[src/rtl/slc3_pkg.sv]
// ============================================================================
// Module : slc3_pkg
// Brief  : Shared LC-3 control types: states, opcodes, mux/ALU encodings.
// Rev    : 1.0
// ============================================================================
`default_nettype none

package slc3_pkg;

  typedef enum logic [4:0] {
    S_HALTED      = 5'd0,
    S_FETCH1      = 5'd1,
    S_FETCH2      = 5'd2,
    S_FETCH3      = 5'd3,
    S_DECODE      = 5'd4,
    S_ADD         = 5'd5,
    S_AND         = 5'd6,
    S_NOT         = 5'd7,
    S_BR          = 5'd8,
    S_BR_TAKEN    = 5'd9,
    S_JMP         = 5'd10,
    S_JSR1        = 5'd11,
    S_JSR2        = 5'd12,
    S_LDR1        = 5'd13,
    S_LDR2        = 5'd14,
    S_LDR3        = 5'd15,
    S_STR1        = 5'd16,
    S_STR2        = 5'd17,
    S_STR3        = 5'd18,
    S_PAUSE1      = 5'd19,
    S_PAUSE1_HOLD = 5'd20,
    S_PAUSE2      = 5'd21
  } state_t;

  localparam logic [3:0] OP_BR    = 4'b0000;
  localparam logic [3:0] OP_ADD   = 4'b0001;
  localparam logic [3:0] OP_JSR   = 4'b0100;
  localparam logic [3:0] OP_AND   = 4'b0101;
  localparam logic [3:0] OP_LDR   = 4'b0110;
  localparam logic [3:0] OP_STR   = 4'b0111;
  localparam logic [3:0] OP_NOT   = 4'b1001;
  localparam logic [3:0] OP_JMP   = 4'b1100;
  localparam logic [3:0] OP_PAUSE = 4'b1101;

  localparam logic [1:0] PCMUX_BUS   = 2'b00;
  localparam logic [1:0] PCMUX_ADDER = 2'b01;
  localparam logic [1:0] PCMUX_INC   = 2'b10;

  localparam logic [1:0] ADDR2_OFF11 = 2'b00;
  localparam logic [1:0] ADDR2_OFF9  = 2'b01;
  localparam logic [1:0] ADDR2_OFF6  = 2'b10;
  localparam logic [1:0] ADDR2_ZERO  = 2'b11;

  localparam logic [1:0] ALUK_ADD   = 2'b00;
  localparam logic [1:0] ALUK_AND   = 2'b01;
  localparam logic [1:0] ALUK_NOT   = 2'b10;
  localparam logic [1:0] ALUK_PASSA = 2'b11;

  typedef struct packed {
    logic       ld_mar;
    logic       ld_mdr;
    logic       ld_ir;
    logic       ld_ben;
    logic       ld_cc;
    logic       ld_reg;
    logic       ld_pc;
    logic       ld_led;
    logic       gate_pc;
    logic       gate_mdr;
    logic       gate_alu;
    logic       gate_marmux;
    logic [1:0] pcmux;
    logic [1:0] addr2mux;
    logic       addr1mux;
    logic       drmux;
    logic       sr1mux;
    logic       sr2mux;
    logic [1:0] aluk;
    logic       mem_oe;
    logic       mem_we;
  } ctrl_t;

  // States that drive an SRAM strobe and therefore run the wait counter.
  function automatic logic is_mem_state(input state_t s);
    return (s == S_FETCH2) || (s == S_LDR2) || (s == S_STR3);
  endfunction

endpackage

`default_nettype wire

[src/rtl/slc3_wait_cnt.sv]
// ============================================================================
// Module : slc3_wait_cnt
// Brief  : Counts 0..MEM_WAIT while a memory strobe is held; done on last.
// Rev    : 1.0
// ============================================================================
`default_nettype none

module slc3_wait_cnt #(
  parameter int MEM_WAIT = 2
) (
  input  logic clk,
  input  logic reset,
  input  logic en,
  input  logic clr,
  output logic done
);

  generate
    if (MEM_WAIT == 0) begin : g_single_cycle
      logic unused_inputs;
      assign unused_inputs = ^{clk, reset, en, clr};
      assign done = 1'b1;
    end else begin : g_counter
      localparam int CW = $clog2(MEM_WAIT + 1);
      logic [CW-1:0] count;

      assign done = (count == CW'(MEM_WAIT));

      always_ff @(posedge clk) begin
        if (reset || clr) begin
          count <= '0;
        end else if (en && !done) begin
          count <= count + CW'(1);
        end
      end
    end
  endgenerate

endmodule

`default_nettype wire

[src/rtl/slc3_control.sv]
// ============================================================================
// Module : slc3_control
// Brief  : Moore control FSM for the SLC-3 datapath with SRAM wait states.
// Rev    : 1.0
// ============================================================================
`default_nettype none

module slc3_control
  import slc3_pkg::*;
#(
  parameter int MEM_WAIT = 2
) (
  input  logic        clk,
  input  logic        reset,
  input  logic        Run,
  input  logic        Continue,
  input  logic [15:0] IR,
  input  logic        BEN,
  output logic        LD_MAR,
  output logic        LD_MDR,
  output logic        LD_IR,
  output logic        LD_BEN,
  output logic        LD_CC,
  output logic        LD_REG,
  output logic        LD_PC,
  output logic        LD_LED,
  output logic        GatePC,
  output logic        GateMDR,
  output logic        GateALU,
  output logic        GateMARMUX,
  output logic [1:0]  PCMUX,
  output logic [1:0]  ADDR2MUX,
  output logic        ADDR1MUX,
  output logic        DRMUX,
  output logic        SR1MUX,
  output logic        SR2MUX,
  output logic [1:0]  ALUK,
  output logic        Mem_OE,
  output logic        Mem_WE
);

  state_t state;
  ctrl_t  ctrl;
  logic   mem_en;
  logic   mem_clr;
  logic   mem_done;
  logic   unused_ir;

  assign unused_ir = ^{IR[10:6], IR[4:0]};

  assign mem_en  = is_mem_state(state);
  assign mem_clr = mem_en & mem_done;

  slc3_wait_cnt #(
    .MEM_WAIT (MEM_WAIT)
  ) u_wait_cnt (
    .clk   (clk),
    .reset (reset),
    .en    (mem_en),
    .clr   (mem_clr),
    .done  (mem_done)
  );

  always_ff @(posedge clk) begin
    if (reset) begin
      state <= S_HALTED;
    end else begin
      case (state)
        S_HALTED:   if (Run) state <= S_FETCH1;
        S_FETCH1:   state <= S_FETCH2;
        S_FETCH2:   if (mem_done) state <= S_FETCH3;
        S_FETCH3:   state <= S_DECODE;
        S_DECODE: begin
          case (IR[15:12])
            OP_ADD:   state <= S_ADD;
            OP_AND:   state <= S_AND;
            OP_NOT:   state <= S_NOT;
            OP_BR:    state <= S_BR;
            OP_JMP:   state <= S_JMP;
            OP_JSR:   state <= S_JSR1;
            OP_LDR:   state <= S_LDR1;
            OP_STR:   state <= S_STR1;
            OP_PAUSE: state <= S_PAUSE1;
            default:  state <= S_FETCH1;
          endcase
        end
        S_BR:       state <= BEN ? S_BR_TAKEN : S_FETCH1;
        S_JSR1:     state <= S_JSR2;
        S_LDR1:     state <= S_LDR2;
        S_LDR2:     if (mem_done) state <= S_LDR3;
        S_STR1:     state <= S_STR2;
        S_STR2:     state <= S_STR3;
        S_STR3:     if (mem_done) state <= S_FETCH1;
        // LD_LED belongs to the entry cycle only; the hold state waits silently.
        S_PAUSE1, S_PAUSE1_HOLD:
                    state <= Continue ? S_PAUSE2 : S_PAUSE1_HOLD;
        S_PAUSE2:   if (!Continue) state <= S_FETCH1;
        default:    state <= S_FETCH1;
      endcase
    end
  end

  always_comb begin
    ctrl = '0;
    case (state)
      S_FETCH1: begin
        ctrl.gate_pc = 1'b1;
        ctrl.ld_mar  = 1'b1;
        ctrl.pcmux   = PCMUX_INC;
        ctrl.ld_pc   = 1'b1;
      end
      S_FETCH2, S_LDR2: begin
        ctrl.mem_oe = 1'b1;
        ctrl.ld_mdr = mem_done;
      end
      S_FETCH3: begin
        ctrl.gate_mdr = 1'b1;
        ctrl.ld_ir    = 1'b1;
      end
      S_DECODE:   ctrl.ld_ben = 1'b1;
      S_ADD, S_AND, S_NOT: begin
        ctrl.sr1mux   = 1'b1;
        ctrl.sr2mux   = IR[5];
        ctrl.aluk     = (state == S_ADD) ? ALUK_ADD :
                        (state == S_AND) ? ALUK_AND : ALUK_NOT;
        ctrl.gate_alu = 1'b1;
        ctrl.drmux    = 1'b1;
        ctrl.ld_reg   = 1'b1;
        ctrl.ld_cc    = 1'b1;
      end
      S_BR_TAKEN: begin
        ctrl.addr2mux = ADDR2_OFF9;
        ctrl.pcmux    = PCMUX_ADDER;
        ctrl.ld_pc    = 1'b1;
      end
      S_JMP: begin
        ctrl.addr1mux = 1'b1;
        ctrl.sr1mux   = 1'b1;
        ctrl.addr2mux = ADDR2_ZERO;
        ctrl.pcmux    = PCMUX_ADDER;
        ctrl.ld_pc    = 1'b1;
      end
      S_JSR1: begin
        ctrl.gate_pc = 1'b1;
        ctrl.ld_reg  = 1'b1;
      end
      S_JSR2: begin
        ctrl.pcmux = PCMUX_ADDER;
        ctrl.ld_pc = 1'b1;
        // IR[11] picks JSR (PC + offset11) versus JSRR (base register).
        if (!IR[11]) begin
          ctrl.addr1mux = 1'b1;
          ctrl.sr1mux   = 1'b1;
          ctrl.addr2mux = ADDR2_ZERO;
        end
      end
      S_LDR1, S_STR1: begin
        ctrl.addr1mux    = 1'b1;
        ctrl.sr1mux      = 1'b1;
        ctrl.addr2mux    = ADDR2_OFF6;
        ctrl.gate_marmux = 1'b1;
        ctrl.ld_mar      = 1'b1;
      end
      S_LDR3: begin
        ctrl.gate_mdr = 1'b1;
        ctrl.drmux    = 1'b1;
        ctrl.ld_reg   = 1'b1;
        ctrl.ld_cc    = 1'b1;
      end
      S_STR2: begin
        ctrl.aluk     = ALUK_PASSA;
        ctrl.gate_alu = 1'b1;
        ctrl.ld_mdr   = 1'b1;
      end
      S_STR3:     ctrl.mem_we = 1'b1;
      S_PAUSE1:   ctrl.ld_led = 1'b1;
      default:    ctrl = '0;
    endcase
  end

  assign LD_MAR     = ctrl.ld_mar;
  assign LD_MDR     = ctrl.ld_mdr;
  assign LD_IR      = ctrl.ld_ir;
  assign LD_BEN     = ctrl.ld_ben;
  assign LD_CC      = ctrl.ld_cc;
  assign LD_REG     = ctrl.ld_reg;
  assign LD_PC      = ctrl.ld_pc;
  assign LD_LED     = ctrl.ld_led;
  assign GatePC     = ctrl.gate_pc;
  assign GateMDR    = ctrl.gate_mdr;
  assign GateALU    = ctrl.gate_alu;
  assign GateMARMUX = ctrl.gate_marmux;
  assign PCMUX      = ctrl.pcmux;
  assign ADDR2MUX   = ctrl.addr2mux;
  assign ADDR1MUX   = ctrl.addr1mux;
  assign DRMUX      = ctrl.drmux;
  assign SR1MUX     = ctrl.sr1mux;
  assign SR2MUX     = ctrl.sr2mux;
  assign ALUK       = ctrl.aluk;
  assign Mem_OE     = ctrl.mem_oe;
  assign Mem_WE     = ctrl.mem_we;

endmodule

`default_nettype wire
[config.mk]
export PLATFORM = sky130hd
export DESIGN_NAME = slc3_control
export DESIGN_NICKNAME = d
export VERILOG_FILES = /design/src/rtl/slc3_pkg.sv /design/src/rtl/slc3_wait_cnt.sv /design/src/rtl/slc3_control.sv
export SDC_FILE = /design/constraint.sdc
export NUM_CORES = 1
export LEC_CHECK = 0
export BUFFER_PORTS_ARGS = -buffer_cell sky130_fd_sc_hd__buf_2
export CAP_MARGIN = 0
export CORE_UTILIZATION = 49
export DETAILED_ROUTE_END_ITERATION = 16
export GPL_TIMING_DRIVEN = 0
export PLACE_DENSITY_LB_ADDON = 0.1
export SYNTH_ARGS = -nofsm -noshare
export SYNTH_HDL_FRONTEND = slang
export SYNTH_HIERARCHICAL = 1
export SYNTH_SLANG_ARGS = --single-unit
[constraint.sdc]
create_clock -name clk -period 2.3 [get_ports clk]
set_input_delay 0.23 -clock clk [delete_from_list [all_inputs] [get_ports clk]]
set_output_delay 0.23 -clock clk [all_outputs]
set_load 0.005 [all_outputs]
==> flow_metrics.env <==
export IMPL_leakage_nw=0.697
export IMPL_critPathArrivalTime_ns=1.74
export IMPL_hold_path_class="in2reg"
export IMPL_cts_repair_resized=0
export IMPL_post_route_min_period_ns=1.97
export IMPL_start_util_pct=52.9
export IMPL_placed_cells=225
export IMPL_synthArstFlopShare_pct=0
export IMPL_reg2reg_from="state[1]"
export IMPL_worstSkewPairLatency_ns=0.24
export IMPL_worstPathCellList="buf_4 > buf_2 > buf_4 > a22oi_1 > o31ai_1 > buf_2"
export IMPL_hold_end="state[4]"
export IMPL_num_rows=17
export IMPL_dr_pass1_iters=4
export IMPL_ff2ff_path_depth=7
export IMPL_io_buffers=34
export IMPL_critPathSlowestCell="dfxtp_1"
export IMPL_yosysMostFrequentCell="nor2_1"
export IMPL_max_stage_delay_ns=0.38
export IMPL_n_antenna_cell=0
export IMPL_die_y_um=51.1
export IMPL_worst_pin_slew_ns=0.481
export IMPL_powerDensity_nw_per_um2=816
export IMPL_overflow=0
export IMPL_drive_gt1_share_pct=31.8
export IMPL_r2r_slack_ns=0.40
export IMPL_grt_use_total_pct=27.9
export IMPL_status="complete, no violations"
export IMPL_cp_buffers_inverters=4
export IMPL_instances_no_fill=229
export IMPL_grt_pass1_wl_mm=5.62
export IMPL_numCtsBuffers=3
export IMPL_path_max_fanout=10
export IMPL_synth_area_um2=1180
export IMPL_synth_top_area_cell="dfxtp_1"
export IMPL_critPathRequiredTime_ns=2.07
export IMPL_htree_levels=1
export IMPL_fin_skew_ns=0.00206
export IMPL_crit_path_end_kind="output port"
export IMPL_hold_depth=2
export IMPL_slew_violations=0
export IMPL_syn_area_per_cell_um2=7.25
export IMPL_rsz0062_at_grt="false"
export IMPL_routed_via_density=5.62
export IMPL_die_x_um=51.1
export IMPL_synth_top_cell_area_share_pct=11.9
export IMPL_tns_ns=0
export IMPL_synth_common_cells="19 x nor2_1, 13 x a21oi_1, 13 x nand2_1"
export IMPL_ys_warn_count=6
export IMPL_r2r_end="u_wait_cnt/g_counter.count[1]"
export IMPL_synthDistinctLibCells=54
export IMPL_ant_nets=0
export IMPL_drt_iter0_drc=42
export IMPL_max_cap_viol_count=0
export IMPL_critPathKind="reg2out"
export IMPL_finalCritPeriodShare_pct=85.8
export IMPL_synth_flop_cell="dfxtp_1"
export IMPL_clk_path_buf_depth=2
export IMPL_holdCritStartpoint="reset"
export IMPL_final_hold_viol_count=0
export IMPL_synth_ff_latch_count=7
export IMPL_final_area_um2=1410
export IMPL_fmax_ghz=0.507
export IMPL_routed_wirelength_mm=3.24
export IMPL_synth_edf_count=0
export IMPL_dp_hpwl_mm=2.56
export IMPL_cts_tree="yes"
export IMPL_critPathTopFamily="buffers and inverters"
export IMPL_synth_top_cells_by_area="dfxtp_1 12%, nor2_1 6.0%, a21oi_1 5.5%, ha_1 5.3%, mux2i_1 4.2%"
export IMPL_place_area_um2=1390
export IMPL_grt_pass1_vias=1234
export IMPL_synth_cells=163
export IMPL_grt_max_degree=11
export IMPL_die_area_um2=2610
export IMPL_gp_congestion=0.895
export IMPL_antenna_found_initial=0
export IMPL_drc_errors=0
export IMPL_cts_clk_slew_worst_paths_ns=0.05
export IMPL_irDropWorstVdd_mv=0.564
export IMPL_core_area_um2=2230
export IMPL_syn2layout_area_growth_pct=19.6
export IMPL_io_pins=45
export IMPL_cts_setup_buffers=0
export IMPL_slew_limit_headroom_pct=67.6
export IMPL_routedWlPerCell_um=14.2
export IMPL_clockRootBuffer="clkbuf_4"
export IMPL_setup_viol=0
export IMPL_vias=1288
export IMPL_postCtsHoldBufs=0
export IMPL_synth_fp_nets=189
export IMPL_cts_sinks=7
export IMPL_worst_setup_path_start_kind="register"
export IMPL_nets=228
export IMPL_yosysSeqAreaShare_pct=11.9
## metrics by stage
stage / setup WS [ns] / total power, mW / hold slack [ns] / utilization, %
finish: 0.326 / 1.15 / 0.272 / 63.3
detailed placement: 0.435 / 1.04 / 0.524 / 62.1
CTS: 0.312 / 1.15 / 0.263 / 63.3
global route: 0.177 / 1.26 / 0.278 / 63.3
global placement: 0.472 / 1.02 / 0.513 / 62.1
floorplan: 0.651 / 0.835 / 0.292 / -
## cell families after synthesis
logic type,after synthesis,synth area share (%)
buf+inv,22,11.0
mux,5,4.23
compound gates,49,30.2
simple gates,71,34.5
xor+xnor,4,2.96
fa+ha+maj,5,5.29
flops,7,11.9
## where the power goes
part           switching [mW]  leakage, nW  internal [mW]
Combinational           0.498        0.625          0.370
Sequential             0.0267       0.0570          0.155
Clock                  0.0386       0.0150         0.0658
## sequential cells by signal, summed over array words and instances, names as in the netlist
signal                      flops
state                           5
u_wait_cnt/g_counter.count      2
## routing by layer
| layer | vias up | wire [µm] | track usage [%] |
|---|---|---|---|
| met3 | 4 | 168 | 3.27 |
| li1 | 656 | - | - |
| met2 | 54 | 1550 | 46.5 |
| met1 | 574 | 1490 | 35.6 |
| met5 | - | 0 | 0 |
| met4 | 0 | 40 | 12.5 |
## how the worst max path moves through the flow
stage	depth (start not counted)	slack, ns	end	from
final	6	0.33	SR1MUX	state[3]
after global routing	6	0.18	SR1MUX	state[3]
after CTS	5	0.31	LD_PC	state[4]
after detailed placement	7	0.43	u_wait_cnt/g_counter.count[1]	state[4]
after global placement	7	0.47	u_wait_cnt/g_counter.count[1]	state[4]
after floorplan	7	0.65	u_wait_cnt/g_counter.count[1]	state[1]
## worst register-to-register path, stage by stage, from the launching register on
cell and delay [ns]:
dfxtp_1 0.37, buf_6 0.16, nor2b_2 0.25, o21ai_0 0.20, o22ai_1 0.23, nor2b_4 0.23, nor2_2 0.05, a2111oi_2 0.32
## layout by cell type (no fill, tap or decap), types with 3 or more instances in the layout
master / synthesis / final
ha_1: 5 / 5
clkbuf_4: 0 / 3
a22oi_1: 4 / 4
nand2_1: 13 / 13
nand3_1: 4 / 4
o21ai_0: 3 / 3
nand2b_1: 6 / 6
or2_1: 3 / 3
xnor2_1: 4 / 4
nor2b_1: 4 / 4
buf_4: 5 / 5
and2b_1: 3 / 3
buf_2: 5 / 39
dfxtp_1: 7 / 7
inv_1: 9 / 9
buf_6: 3 / 3
a21oi_1: 13 / 13
nor2_1: 19 / 19
mux2i_1: 5 / 5
o22ai_1: 6 / 6
## layout make-up
cell class	instances	area, µm²
buffer	13	96.3
clock buffer	4	26.3
fill	219	820
inverter	9	33.8
multi-input combinational	134	912
sequential	7	140
tap	28	35.0
timing repair buffer	34	170
Power figures use the tool's default switching activity.
